[src/rtl/pwm_audio_out.sv]
// PWM audio output stage: PCM samples enter a small FIFO through valid/ready,
// and one sample is loaded as the PWM duty at each period boundary.

module pwm_sample_fifo #(
    parameter int WIDTH = 8,
    parameter int DEPTH = 4,
    localparam int AW = $clog2(DEPTH)
) (
    input  logic             clk_in,
    input  logic             rst,
    input  logic             push,
    input  logic             pop,
    input  logic [WIDTH-1:0] din,
    output logic [WIDTH-1:0] head,
    output logic             full,
    output logic             empty,
    output logic [AW:0]      level
);

    logic [WIDTH-1:0] mem [DEPTH];
    logic [AW-1:0]    wr_ptr;
    logic [AW-1:0]    rd_ptr;
    logic             do_push;
    logic             do_pop;

    assign full    = (level == (AW+1)'(DEPTH));
    assign empty   = (level == '0);
    assign do_push = push && !full;
    assign do_pop  = pop && !empty;
    assign head    = mem[rd_ptr];

    // Storage has no reset; level and pointers alone define what is valid.
    always_ff @(posedge clk_in) begin
        if (do_push)
            mem[wr_ptr] <= din;
    end

    // DEPTH is a power of two, so the pointers wrap on their own.
    always_ff @(posedge clk_in or posedge rst) begin
        if (rst) begin
            wr_ptr <= '0;
            rd_ptr <= '0;
            level  <= '0;
        end else begin
            if (do_push)
                wr_ptr <= wr_ptr + 1'b1;
            if (do_pop)
                rd_ptr <= rd_ptr + 1'b1;
            case ({do_push, do_pop})
                2'b10:   level <= level + 1'b1;
                2'b01:   level <= level - 1'b1;
                default: level <= level;
            endcase
        end
    end

endmodule

module pwm_audio_out #(
    parameter int WIDTH      = 8,
    parameter int CLK_DIV    = 1,
    parameter int FIFO_DEPTH = 4,
    parameter int SIGNED_IN  = 0
) (
    input  logic                          clk_in,
    input  logic                          rst,
    input  logic                          en,
    input  logic [WIDTH-1:0]              sample_in,
    input  logic                          sample_valid,
    output logic                          sample_ready,
    output logic                          pwm_out,
    output logic                          period_start,
    output logic                          underrun,
    output logic [$clog2(FIFO_DEPTH):0]   fifo_level
);

    localparam int                PW       = (CLK_DIV > 1) ? $clog2(CLK_DIV) : 1;
    localparam logic [PW-1:0]     PRE_MAX  = PW'(CLK_DIV - 1);
    localparam logic [WIDTH-1:0]  MIDSCALE = {1'b1, {(WIDTH-1){1'b0}}};
    // Flipping the MSB maps two's complement onto offset binary.
    localparam logic [WIDTH-1:0]  IN_XOR   = (SIGNED_IN != 0) ? MIDSCALE : '0;

    logic [PW-1:0]    prescaler;
    logic [WIDTH-1:0] counter;
    logic [WIDTH-1:0] duty;
    logic [WIDTH-1:0] fifo_head;
    logic             fifo_full;
    logic             fifo_empty;
    logic             tick;
    logic             boundary;
    logic             push;
    logic             pop;

    assign sample_ready = !fifo_full;
    assign push         = sample_valid && sample_ready;
    assign tick         = en && (prescaler == PRE_MAX);
    assign boundary     = tick && (counter == '1);
    assign pop          = boundary && !fifo_empty;

    pwm_sample_fifo #(
        .WIDTH (WIDTH),
        .DEPTH (FIFO_DEPTH)
    ) u_fifo (
        .clk_in (clk_in),
        .rst    (rst),
        .push   (push),
        .pop    (pop),
        .din    (sample_in ^ IN_XOR),
        .head   (fifo_head),
        .full   (fifo_full),
        .empty  (fifo_empty),
        .level  (fifo_level)
    );

    // Disabling parks the timebase at zero so re-enable starts a clean period.
    always_ff @(posedge clk_in or posedge rst) begin
        if (rst) begin
            prescaler <= '0;
            counter   <= '0;
        end else if (!en) begin
            prescaler <= '0;
            counter   <= '0;
        end else begin
            prescaler <= tick ? '0 : prescaler + 1'b1;
            if (tick)
                counter <= counter + 1'b1;
        end
    end

    // Duty only changes at the wrap; an empty FIFO keeps the last level.
    always_ff @(posedge clk_in or posedge rst) begin
        if (rst) begin
            duty         <= MIDSCALE;
            period_start <= 1'b0;
            underrun     <= 1'b0;
            pwm_out      <= 1'b0;
        end else begin
            if (pop)
                duty <= fifo_head;
            period_start <= boundary;
            underrun     <= boundary && fifo_empty;
            pwm_out      <= en && (counter < duty);
        end
    end

endmodule

[config.mk]
export PLATFORM = sky130hd
export DESIGN_NAME = pwm_audio_out
export DESIGN_NICKNAME = d
export VERILOG_FILES = /design/src/rtl/pwm_audio_out.sv
export SDC_FILE = /design/constraint.sdc
export NUM_CORES = 1
export LEC_CHECK = 0
export CAP_MARGIN = 20
export CORE_ASPECT_RATIO = 0.9
export CORE_UTILIZATION = 31
export CTS_CLUSTER_DIAMETER = 200
export DETAILED_ROUTE_END_ITERATION = 10
export PLACE_DENSITY = 0.54
export SLEW_MARGIN = 20
export SYNTH_ARGS = -nofsm -noshare
export SYNTH_HDL_FRONTEND = slang
export SYNTH_SLANG_ARGS = --single-unit
[constraint.sdc]
create_clock -name clk_in -period 5.35 [get_ports clk_in]
set_clock_uncertainty 0.05 [all_clocks]
set_input_delay 1.07 -clock clk_in [delete_from_list [all_inputs] [get_ports clk_in]]
set_output_delay 1.07 -clock clk_in [all_outputs]
set_load 0.02 [all_outputs]
* Word-level counts from Yosys, hierarchy flattened
Memories as Yosys holds them, arrays and structs flattened. A register that Yosys moved wholly into a read port is not among the register bits.
Cells that the tools add are included.
** Storage, ports and cells
- Register bits :: 19
- RAM bits :: 32
- Memories :: 1
** Memory list
- u_fifo.mem :: depth 4, width 8, rd ports 1, clocked after Yosys merged registers in 1, write ports 1, RTL line 20 : logic [WIDTH-1:0] mem [DEPTH];
** Cells by class
- $add $sub $neg :: 6
- $lt $le $gt $ge :: 1
- Equal/unequal tests :: 5
- Multiplexer cells :: 7
- Bitwise operators :: 1
- Reductions and logical operators :: 12
** Operators by type and width (number)
- two-way mux 8 bit :: 2
- adder 8 x 1 -> 8 bit, second input constant :: 1
- == test 8 bit, second input constant :: 1
- logical AND 1 bit :: 8
- less-than comparator 8 bit :: 1
- one-hot mux 3 bit (2 select lines) :: 1
- adder 2 x 1 -> 2 bit, second input constant :: 2
- two-way mux 1 bit :: 4
- adder 3 x 1 -> 3 bit, second input constant :: 1
- == test 3 bit, second input constant :: 1
- zero test 3 bit :: 1
- subtractor 3 x 1 -> 3 bit, second input constant :: 1
- == test 2 x 1 -> 1 bit, second input constant :: 1
- == test 2 bit, second input constant :: 1
- zero test 1 bit :: 2
- inequality test 2 x 1 -> 1 bit, second input constant :: 1
- nonzero test 2 bit :: 1
- adder 1 bit, second input constant :: 1
- inverter 1 bit :: 1

* Longest topological paths before layout
- Depth in word-level cells :: 7
- Gate-level depth with buffers :: 10
- Depth with buffers taken out :: 9

* Modules after synthesis
A second synthesis with hierarchy kept.
** Unflattened totals
- Cell total of the unflattened synthesis :: 170
- Area, all modules :: 2631.3 um^2
** By module, submodules not included
- pwm_sample_fifo :: instances 1, cells an instance 80, area an instance 1596.5 um^2
- pwm_audio_out :: instances 1, cells an instance 90, area an instance 1034.7 um^2

* Worst setup path after synthesis
Ideal clock, no wire load.
- Path type :: input-to-reg
- Start :: input en
- End :: register u_fifo.level[2]
- Arrival :: 2436 ps
- Setup slack :: 2784 ps
- Cell stages on the path :: 9
- Cell sequence :: and4b_2 nand2_1 nor2_1 ha_1 inv_1 fa_1 xor2_1 nor2_1 xor2_1
** Between the ends
- Cells in the longest elaborated chain, start to end :: 6
** RTL lines
- start: declaration :: RTL line 67 : input logic en,
- logical AND 1 bit (*) :: RTL line 96 : assign tick = en && (prescaler == PRE_MAX);
- logical AND 1 bit (*) :: RTL line 97 : assign boundary = tick && (counter == '1);
- logical AND 1 bit (*) :: RTL line 98 : assign pop = boundary && !fifo_empty;
- via pop :: RTL line 92 : logic pop;
- logical AND 1 bit (*) :: RTL line 29 : assign do_pop = pop && !empty;
- == test 2 x 1 -> 1 bit or == test 2 bit (tied branches) :: RTL line 49 : case ({do_push, do_pop})
- one-hot mux 3 bit (2 select lines) or nonzero test 2 bit (tied branches)
- end signal: assignment :: RTL line 50 : 2'b10: level <= level + 1'b1;
- end signal: assignment :: RTL line 51 : 2'b01: level <= level - 1'b1;
- end signal: assignment :: RTL line 52 : default: level <= level;
- end: declaration :: RTL line 17 : output logic [AW:0] level
Mark *: on every way through the listed nets, which the timed path passes. The rest lies on a longest branch.
A chain may end at the register's enable or synchronous reset.

* Worst setup path after layout
Same ends and word-level chain as after synthesis.

==> metrics.md <==
| Metric | Value |
|---|---|
| Status | complete, no violations |
| Register area share after synthesis | 62.7% |
| Total number of vias | roughly 1.4k |
| Number of synthesized flops with an enable pin | 32 |
| Die area | between 8000 and 9000 sq um |
| Post-synth top cells | edfxtp_1 (32), dfrtp_1 (26), inv_1 (14) |
| CTS tree | done |
| Die X | between 90 and 100 microns |
| Final period demand of the worst path | between 2000 and 3000 ps |
| Endpoint class of the critical path | flop |
| Synth Register Bits | between 50 and 60 |
| Worst slack, placed | about 2100 ps |
| Initial DRC Count | 50 |
| First drt pass iteration count | 4 |
| Final Hold Viols | 0 |
| Htree depth | 3 |
| Total CTS buffers | 9 |
| Largest net degree at the start of global routing | 28 |
| Cell variety after synth | roughly 40 |
| Final setup margin | 2460 ps |
| DIE HEIGHT | 89.1 microns |
| Most frequent cell after synthesis | edfxtp_1 |
| Synth area leader | edfxtp_1 |
| Final period utilization | between 50 and 60% |
| DR vias/cell | ~4.7 |
| Vias in the first global route | between 1k and 1.5k |
| Clk slew on worst S/H paths | ~60 ps |
| Ys Warns | 0 |
| Placer Congestion | between 0.7 and 0.8 |
| Later-pin clock latency in the skew report | between 300 and 400 ps |
| Hold Buf Count CTS | 0 |
| Total GRT Usage | between 10% and 20% |
| First-pass GRT wire length | about 7500 microns |
| Max-cap violation count | 0 |
| Synth Flop Type | edfxtp_1 |
| Post-DRT Antenna Nets | 0 |
| Hpwl dp | 3010 microns |
| Crit path max fanout | 3 |
| RSZ-0062 raised after global routing | false |
| Root buffer cell | clkbuf_8 |
| Port buffer count | 18 |
| Leakage power figure | between 1 and 1.5 nW |
| Num rows | 31 |
| Clock Path Buffers | 2 |
| Nets | about 220 |
| Max Fclk | approximately 350 MHz |
| Yosys top cell area share | between 30% and 40% |
| TritonCTS Sinks | 59 |
| Net Sw Frac | 27.1% |
| # Post-CTS Setup Buffers | 0 |
| Layout cells sized above 1 | between 10% and 20% |
| Initial antenna violation count | 0 |
| Asr flop ratio synth | between 40% and 50% |
| Initial Utilization | between 30% and 40% |
| Synth Cell Area | approximately 2600 sq um |
| WHS | 455 ps |
| # diodes | 0 |
| Crit path kind | input pin to flop |
| Ports | 19 |
| Synthesized instance count | between 150 and 200 |
| Post-Route WL | 4390 microns |
| Sequential share of power | 50.1% |
| Peak VDD IR | ~0.00018 V |
| WP data required | ~5600 ps |
| Post-cts resize count | 0 |
| # DRC | 0 |
| WP data arrival | roughly 3100 ps |
| Synthesized Nets | 196 |
| Gate power share | between 10% and 20% |
| Net switching power | roughly 0.32 mW |
| Slew Limit Fails | 0 |
| Hold Path Class | flop to flop |
| Final setup viols | 0 |
| PD cells | 384 nW/um^2 |
| Relative slew slack | 58.3% |
| CP Launch Type | input pin |
| Avg WL per Cell | between 10 and 15 microns |
| GR Overflow Total | 0 |
| Area grow syn2layout | 18.0% |
| Setup TNS | 0 ps |
| Clock share of power | roughly a third |
| Synthesized area per cell | 15.4 sq um |
| Ranking of synthesized cells by area | edfxtp_1 (37%), dfrtp_1 (25%), mux4_2 (6.9%) |
| Int Pwr | 0.864 mW |
| Placeable core area | 8110 sq um |
| Slew @ Worst Pin | 625 ps |
logic make-up after synthesis:
group | synth area share (%)
flip-flops | 62.7
AND/OR/NAND/NOR | 9.24
buffers and inverters | 3.16
AO/OA/AOI/OAI | 3.26
adder cells (fa/ha/maj) | 6.99
XOR/XNOR | 3.35
multiplexers | 11.2
other | 0.144
routing by layer:
layer / routed length (microns) / GRT usage [%] / part of all wire [%]
met5: 0 / 0 / 0
met4: 67 / 5.29 / 1.5
met2: 2040 / 18.0 / 46
met1: 2080 / 15.3 / 47
met3: 207 / 4.85 / 4.7
worst paths after layout:
check	slack, ps	from	endpoint	cells after the start
max in group asynchronous	3820	rst	duty[4]$_DFFE_PP0P_	2
setup / recovery	2460	en	u_fifo.level[2]$_DFFE_PP0P_	10
setup reg to reg	3100	u_fifo.level[1]$_DFFE_PP0P_	u_fifo.level[2]$_DFFE_PP0P_	9
hold / removal	460	duty[5]$_DFFE_PP0P_	duty[5]$_DFFE_PP0P_	1
hold reg to reg	460	duty[5]$_DFFE_PP0P_	duty[5]$_DFFE_PP0P_	1
min in group asynchronous	1060	rst	duty[2]$_DFFE_PP0P_	2
layout make-up:
class,instances,area [sq um]
clock buffer,10,128
multi-input combinational,93,892
fill,752,5020
sequential,59,1640
timing repair buffer,18,180
inverter,15,56.3
clock inverter,6,65.1
tap,99,124
power by group through the flow:
stage / Sequential, mW / Combinational (mW) / Clock, mW
finish: 0.593 / 0.205 / 0.386
global route: 0.602 / 0.234 / 0.415
CTS: 0.594 / 0.212 / 0.399
global placement: 0.601 / 0.205 / 0
detailed placement: 0.602 / 0.211 / 0
floorplan: 0.605 / 0.119 / 0
placed cells by master, fill, tap and decap left out, types with 3 or more instances in the layout:
cell type and count:
a21oi_1 4, and3_1 4, clkbuf_8 9, clkdlybuf4s50_1 18, clkinvlp_4 3, dfrtp_1 26
edfxtp_1 32, ha_1 13, inv_1 13, mux2_2 9, mux4_2 8, nand2_1 5
nand4b_1 3, nor2_1 8, o21ai_0 3, xnor2_1 5, xor2_1 5
critical path, cell delays in order:
cell             delay, ps
clkdlybuf4s50_1        520
and4b_2                300
nand2_1                 60
nor2_1                 110
ha_1                   200
inv_1                   60
fa_1                   370
xor2_1                 150
nor2_1                 110
xor2_1                 150
state kept, by name, indices dropped and copies added (netlist names), 2 cells and up:
register	flops
counter	8
duty	8
u_fifo.level	3
u_fifo.mem	32
u_fifo.rd_ptr	2
u_fifo.wr_ptr	2
per-stage QoR:
step | total power [mW] | instances | util (%) | instance area, sq um
after floorplan | 0.724 | 170 | - | 2610
after detailed placement | 0.813 | 284 | 35.7 | 2890
after global placement | 0.806 | 284 | 35.7 | 2890
after CTS | 1.21 | 300 | 38.0 | 3080
after global routing | 1.25 | 300 | 38.0 | 3080
final | 1.18 | 300 | 38.0 | 3080
Power figures use the tool's default switching activity.
